File: src/rtl/seq_det_pkg.sv
// Shared definitions for the serial pattern detector family.
// Holds the default pattern parameters, the upper bound on pattern length
// and a ceiling-log2 helper used to size the history fill counter.
package seq_det_pkg;

    localparam int unsigned DEF_PAT_LEN = 4;
    localparam logic [3:0]  DEF_PATTERN = 4'b0110;
    localparam int unsigned MAX_PAT_LEN = 32;

    // Bits needed to represent 0..value-1; never returns less than 1.
    function automatic int unsigned clog2(input int unsigned value);
        int unsigned r;
        r = 0;
        for (int i = 0; i < 32; i++) begin
            if ((64'(1) << i) < 64'(value)) begin
                r = i + 1;
            end
        end
        if (r == 0) begin
            r = 1;
        end
        return r;
    endfunction

endpackage

File: src/rtl/sat_counter.sv
// Saturating up-counter with synchronous clear.
// Ports:
//   clk    in   rising-edge clock
//   rst_n  in   synchronous reset, active low
//   inc    in   increment request (ignored once all-ones)
//   clr    in   synchronous clear, has priority over inc
//   count  out  current count
//   sat    out  registered flag, high while count is all-ones
module sat_counter #(
    parameter int unsigned W = 8
) (
    input  logic         clk,
    input  logic         rst_n,
    input  logic         inc,
    input  logic         clr,
    output logic [W-1:0] count,
    output logic         sat
);

    logic [W-1:0] count_q, count_d;
    logic         sat_q;

    always_comb begin
        count_d = count_q;
        if (clr) begin
            count_d = '0;
        end else if (inc && (count_q != '1)) begin
            count_d = count_q + W'(1);
        end
    end

    always_ff @(posedge clk) begin
        if (!rst_n) begin
            count_q <= '0;
            sat_q   <= 1'b0;
        end else begin
            count_q <= count_d;
            // Registered alongside count so both change on the same edge.
            sat_q   <= (count_d == '1);
        end
    end

    assign count = count_q;
    assign sat   = sat_q;

endmodule

File: src/rtl/seq_pattern_det.sv
// Serial sync-word detector: shifts in one bit per enabled cycle and pulses
// match when the last PAT_LEN consumed bits equal PATTERN (MSB received first).
// Overlapping or restart-after-match detection, plus a saturating match count.
// Ports:
//   clk        in   rising-edge clock
//   rst_n      in   synchronous reset, active low
//   en         in   din is valid and consumed this cycle
//   din        in   serial data bit
//   clr        in   synchronous clear of history and counter; beats en
//   match      out  one-cycle pulse after the edge that completed the pattern
//   match_cnt  out  matches since reset/clr, saturating
//   cnt_sat    out  high while match_cnt is all-ones
module seq_pattern_det
    import seq_det_pkg::*;
#(
    parameter int unsigned          PAT_LEN = DEF_PAT_LEN,
    parameter logic [PAT_LEN-1:0]   PATTERN = PAT_LEN'(DEF_PATTERN),
    parameter bit                   OVERLAP = 1'b1,
    parameter int unsigned          CNT_W   = 8
) (
    input  logic             clk,
    input  logic             rst_n,
    input  logic             en,
    input  logic             din,
    input  logic             clr,
    output logic             match,
    output logic [CNT_W-1:0] match_cnt,
    output logic             cnt_sat
);

    localparam int unsigned FW = clog2(PAT_LEN + 1);

    if ((PAT_LEN < 2) || (PAT_LEN > MAX_PAT_LEN) || (CNT_W < 1)) begin : g_bad_param
        $error("seq_pattern_det: PAT_LEN must be 2..32 and CNT_W >= 1");
    end

    logic [PAT_LEN-1:0] hist_q, hist_d;
    logic [FW-1:0]      fill_q, fill_d;
    logic               match_q, match_d;
    logic [PAT_LEN-1:0] nxt;
    logic               hit;
    logic               unused_hist_msb;

    // The oldest history bit falls off the end on every shift.
    assign unused_hist_msb = hist_q[PAT_LEN-1];

    assign nxt = {hist_q[PAT_LEN-2:0], din};
    // fill gates out stale zeros left by reset/clr, so PATTERN=0 is safe.
    assign hit = en && (fill_q >= FW'(PAT_LEN - 1)) && (nxt == PATTERN);

    always_comb begin
        hist_d  = hist_q;
        fill_d  = fill_q;
        match_d = 1'b0;
        if (clr) begin
            hist_d = '0;
            fill_d = '0;
        end else if (en) begin
            hist_d  = nxt;
            match_d = hit;
            if (hit && !OVERLAP) begin
                fill_d = '0;
            end else if (fill_q < FW'(PAT_LEN)) begin
                fill_d = fill_q + FW'(1);
            end
        end
    end

    always_ff @(posedge clk) begin
        if (!rst_n) begin
            hist_q  <= '0;
            fill_q  <= '0;
            match_q <= 1'b0;
        end else begin
            hist_q  <= hist_d;
            fill_q  <= fill_d;
            match_q <= match_d;
        end
    end

    sat_counter #(
        .W (CNT_W)
    ) u_match_cnt (
        .clk   (clk),
        .rst_n (rst_n),
        .inc   (hit),
        .clr   (clr),
        .count (match_cnt),
        .sat   (cnt_sat)
    );

    assign match = match_q;

endmodule

File: config.mk
export PLATFORM = sky130hd
export DESIGN_NAME = seq_pattern_det
export DESIGN_NICKNAME = d
export VERILOG_FILES = /design/src/rtl/seq_det_pkg.sv /design/src/rtl/sat_counter.sv /design/src/rtl/seq_pattern_det.sv
export SDC_FILE = /design/constraint.sdc
export NUM_CORES = 1
export LEC_CHECK = 0
export CAP_MARGIN = 40
export CORE_UTILIZATION = 40
export DETAILED_ROUTE_END_ITERATION = 8
export PLACE_DENSITY_LB_ADDON = 0.08
export SLEW_MARGIN = 0
export SYNTH_ARGS = -nofsm -noshare
export SYNTH_HDL_FRONTEND = slang
export SYNTH_SLANG_ARGS = --single-unit
File: constraint.sdc
create_clock -name clk -period 2.7 [get_ports clk]
set_clock_uncertainty 0.05 [all_clocks]
set_input_delay 0.54 -clock clk [delete_from_list [all_inputs] [get_ports clk]]
set_output_delay 0.54 -clock clk [all_outputs]
set_load 0.005 [all_outputs]
======== Word-level counts from Yosys, hierarchy flattened ========
Index checks and enable logic that the tools add are counted.
W data, S select, Z words.
word-level totals
  register bits ........................... 16
  output and inout port bits .............. 10
  logic and storage cells ................. 22
  ROM bits ................................ 0
  bits in latches ......................... 0
  memories ................................ 0
  memory bits (writable) .................. 0
cells by class
  reductions and logical operators ........ 6
  $add $sub $neg .......................... 2
  shift-type cells ........................ 0
  bitwise logic cells ..................... 2
  eq/ne operators ......................... 3
  divide/modulo/power cells ............... 0
  mux-type cells .......................... 2
  $mul .................................... 0
  order comparisons ....................... 2
operators by type and width
  cell                   count
  $mux W8                2
  $add A8 B1 Y8 const B  1
  $eq A8 B8 Y1 const B   1
  $ne A8 B8 Y1 const B   1
  $eq A4 B3 Y1 const B   1
  $add A3 B1 Y3 const B  1
  $ge A3 B2 Y1 const B   1
  $logic_and A1 B1 Y1    3
  $lt A3 B3 Y1 const B   1
  $reduce_or A3 Y1       1
  $not A1 Y1             2
  $reduce_and A2 Y1      1
  $reduce_or A2 Y1       1

======== Depth between registers and ports, before layout ========
  depth after elaboration ................. 7
  mapped depth ............................ 7
  mapped depth without buffers ............ 7

======== By module ========
A second synthesis with hierarchy kept.
second synthesis, totals
  cell total of the unflattened synthesis .. 86
  area, all modules ....................... 832.0 sq um
by module, submodules not included
  module           area an instance (sq um)  times used  cells an instance
  sat_counter      533.0                     1           57
  seq_pattern_det  299.0                     1           29

======== Worst setup path after synthesis ========
Ideal clock, no wire load.
  kind .................................... input -> register
  from .................................... input en
  to ...................................... register u_match_cnt.sat_q, in the netlist u_match_cnt.sat
  arrival time ............................ 1557 ps
  slack ................................... 1006 ps
  required time ........................... 2563 ps
  setup time .............................. 87 ps
  cell stages on the path ................. 6
  cells stage by stage .................... buf_2 > nand2_1 > and3b_1 > nand2_1 > o211a_1 > nor4b_2
between the ends
  longest elaborated chain between the ends .. 6
ends and longest elaborated chain
  what                               line                   source
  from (decl)                        seq_pattern_det.sv:23  input logic en,
  $logic_and A1 B1 Y1 (2 in series)  seq_pattern_det.sv:49  assign hit = en && (fill_q >= FW'(PAT_LEN - 1)) && (nxt == PATTERN);
  $logic_and A1 B1 Y1                sat_counter.sv:27      end else if (inc && (count_q != '1)) begin
  $mux W8                            sat_counter.sv:27
  $mux W8                            sat_counter.sv:25      if (clr) begin
  $eq A8 B8 Y1                       sat_counter.sv:39      sat_q <= (count_d == '1);
  to (signal assigned)               sat_counter.sv:39
  to (decl)                          sat_counter.sv:21      logic sat_q;
Every way passes these cells.
A chain may end at the register's enable or synchronous reset.

======== Final worst setup path ========
Same ends and word-level chain as after synthesis.

==> impl_metrics.toml <==
[clock_tree]
cts_hold_buf = 0
clk-insertion-delay-late_ns = 0.28
cts_resized = 0
numCtsBuffers = 3
cts_tree = "yes"
post_cts_buffers = 0
cts.sinks = 16
path_clk_slew_ns = 0.09
htreeDepth = 1
clk_path_buf_depth = 2
cts_root_buf = "clkbuf_4"

[worst_hold_path]
hold_path_class = "flop to flop"
worstHoldStart = "fill_q[2]$_SDFFE_PP0P_"
min_path_cells = 2
worstHoldEndpoint = "fill_q[2]$_SDFFE_PP0P_"

[worst_setup_path]
cp-end-kind = "flop"
r2r_start = "fill_q[0]$_SDFFE_PP0P_"
r2r_cells = 7
cp_common_cell = "nand2_1"
crit_path_start_kind = "input port"
reg2reg_slack_ns = 0.86
critPathKind = "input port to flop"
cpPeakStageDelay_ns = 0.67
cpLargestDelayFamily = "simple AND/OR/NAND/NOR gates"
cp.required_ns = 2.85
r2r_end = "u_match_cnt.sat$_SDFF_PN0_"
crit_path_cell_trace = "clkdlybuf4s50_1, nand2_1, and3b_1, nand2_1, o211a_1, nor4b_2"
slowest_stage = "clkdlybuf4s50_1"
critical_path_arrival_ns = 2.20
cp_max_fo = 7
crit_buf_inv = 1

[placed_design]
io_buffers = 14
gp_congestion = 0.746
place_area_um2 = 962
dp_hpwl_mm = 1.16

[floorplanning]
row_count = 15
die_w_um = 46.7
pin_count = 15
initial_core_util_pct = 44.4
die_area_um2 = 2180
die_height_um = 46.7
core_um2 = 1800

[timing]
rsz0062_at_grt = "false"
fin_crit_ns = 2.04
fmax_mhz = 489
tightest_slew_ns = 0.361
timing.slew.headroom_pct = 75.7
tns_ns = 0
drv_slew = 0
finalSetupViolations = 0
post-route-period-util_pct = 75.7
hold_viol_final = 0

[layout]
area_delta_synth_final_pct = 24.7
finalInstanceArea_um2 = 998
fin_util_pct = 55.4
n_antenna_cell = 0
drive_gt1_share_pct = 8.74
finalNetCount = 112

[yosys]
synth_edf_count = 0
netlist_area_um2 = 801
yosys_warnings = 0
yosysTopAreaCellShare_pct = 40.0
ys_ff_latch = 16
synthCells = 88
postSynth.asyncResetShare_pct = 0
synth_fa_ha_area_share_pct = 4.69
synth.area.top_cells = "dfxtp_1 (40%), nor2_1 (6.6%), xnor2_1 (6.6%)"
ys_top_cells_by_count = "dfxtp_1 (16), nor2_1 (14), nand2_1 (6), xnor2_1 (6)"
synth_xor_area_share_pct = 6.56
synthSimpleGateAreaFrac_pct = 32.7
synth_area_per_cell_um2 = 9.10
ys_seq_area_share_pct = 40.0
synth.distinct_cells = 29
synth_ff_type = "dfxtp_1"
synth_nets = 96
synth_top_family_by_area = "simple AND/OR/NAND/NOR gates"
yosysTopAreaCell = "dfxtp_1"
synth_compound_area_share_pct = 8.44
synth.most_common_cell = "dfxtp_1"
synthMuxAreaShare_pct = 5.00

[grt]
met2_usage_pct = 23.9
grt_usage_pct = 18.1
grtUsageMet1_pct = 25.2
grt_overflow = 0
use_met3_pct = 4.23
antenna_found_initial = 0
grt_busiest_layer = "met1"
first_global_vias = 586
grt_max_degree = 15
grt_pass1_wl_mm = 2.66

[detailed_routing]
ant_nets = 0
routed-via-count = 651
wl_per_cell_um = 12.4
drt_iter0_drc = 13
via_per_inst = 5.09
first_pass_iters = 4
wl_mm = 1.59
drc = 0

[power]
pwr_density_cell_nw_per_um2 = 415
power.leakage_nw = 0.342
ir_worst_vdd_mv = 0.316

[run_status]
status = "complete, no violations"

[job]
maxCapViolCount = 0
[cell families (layout without fill, tap and decap cells)]
group,count (synthesis),count (layout)
and+or+nand+nor,44,44
DFF,16,16
adders and majority gates,3,3
muxes,4,4
AOI/OAI and AO/OA,10,10
xor gates and xnor gates,6,6
buffers and inverters,5,20
[layer usage]
layer / vias up / wire length [um]
met1: 280 / 788
met3: 4 / 116
li1: 340 / -
met4: 0 / 49
met2: 27 / 636
met5: - / 0
[how the worst max path moves through the flow]
stage               depth (start not counted)  from                         end
floorplan                                   6    en  u_match_cnt.sat$_SDFF_PN0_
global placement                            6    en  u_match_cnt.sat$_SDFF_PN0_
detailed placement                          6    en  u_match_cnt.sat$_SDFF_PN0_
CTS                                         6    en  u_match_cnt.sat$_SDFF_PN0_
global route                                6    en  u_match_cnt.sat$_SDFF_PN0_
finish                                      6    en  u_match_cnt.sat$_SDFF_PN0_
[power by group]
group | switching (mW) | internal (mW)
Combinational | 0.00956 | 0.0107
Sequential | 0.00172 | 0.238
Clock | 0.0733 | 0.0821
Total | 0.0845 | 0.330
[tightest hold or removal path, cell delays in order, from the launching register on]
cell     delay (ns)
dfxtp_1        0.33
inv_1          0.08
a21oi_1        0.07
[sequential cells by signal, indices dropped and copies added (netlist names)]
name and count:
match 1, u_match_cnt.sat 1, u_match_cnt.count 8, hist_q 3
fill_q 3
[layout by cell type (no fill, tap or decap), drive strengths merged, types with 2 or more instances in the layout]
| cell type | instances |
|---|---|
| xnor2 | 6 |
| nor2 | 14 |
| o21ai | 2 |
| nand2b | 2 |
| ha | 3 |
| nand4b | 2 |
| nand2 | 6 |
| nor3 | 3 |
| mux2i | 4 |
| clkdlybuf4s50 | 14 |
| clkbuf | 4 |
| a21oi | 4 |
| nor2b | 2 |
| nand3 | 4 |
| nand4 | 3 |
| nor4 | 2 |
| dfxtp | 16 |
[cell type report]
cell class                 count  area (um^2)
fill                         170          803
multi-input combinational     67          459
sequential                    16          320
timing repair buffer          15          148
clock buffer                   4         36.3
tap                           25         31.3
inverter                       1         3.75
[per-stage QoR]
stage                     instances  setup WS (ns)  hold slack, ns  power [mW]
after floorplan                  88           1.01           0.415       0.256
after global placement          124          0.363           0.430       0.265
after detailed placement        124          0.331           0.454       0.265
after CTS                       128          0.640           0.467       0.421
after global routing            128          0.534           0.510       0.434
final                           128          0.655           0.472       0.415
(Power assumes the default switching activity.)
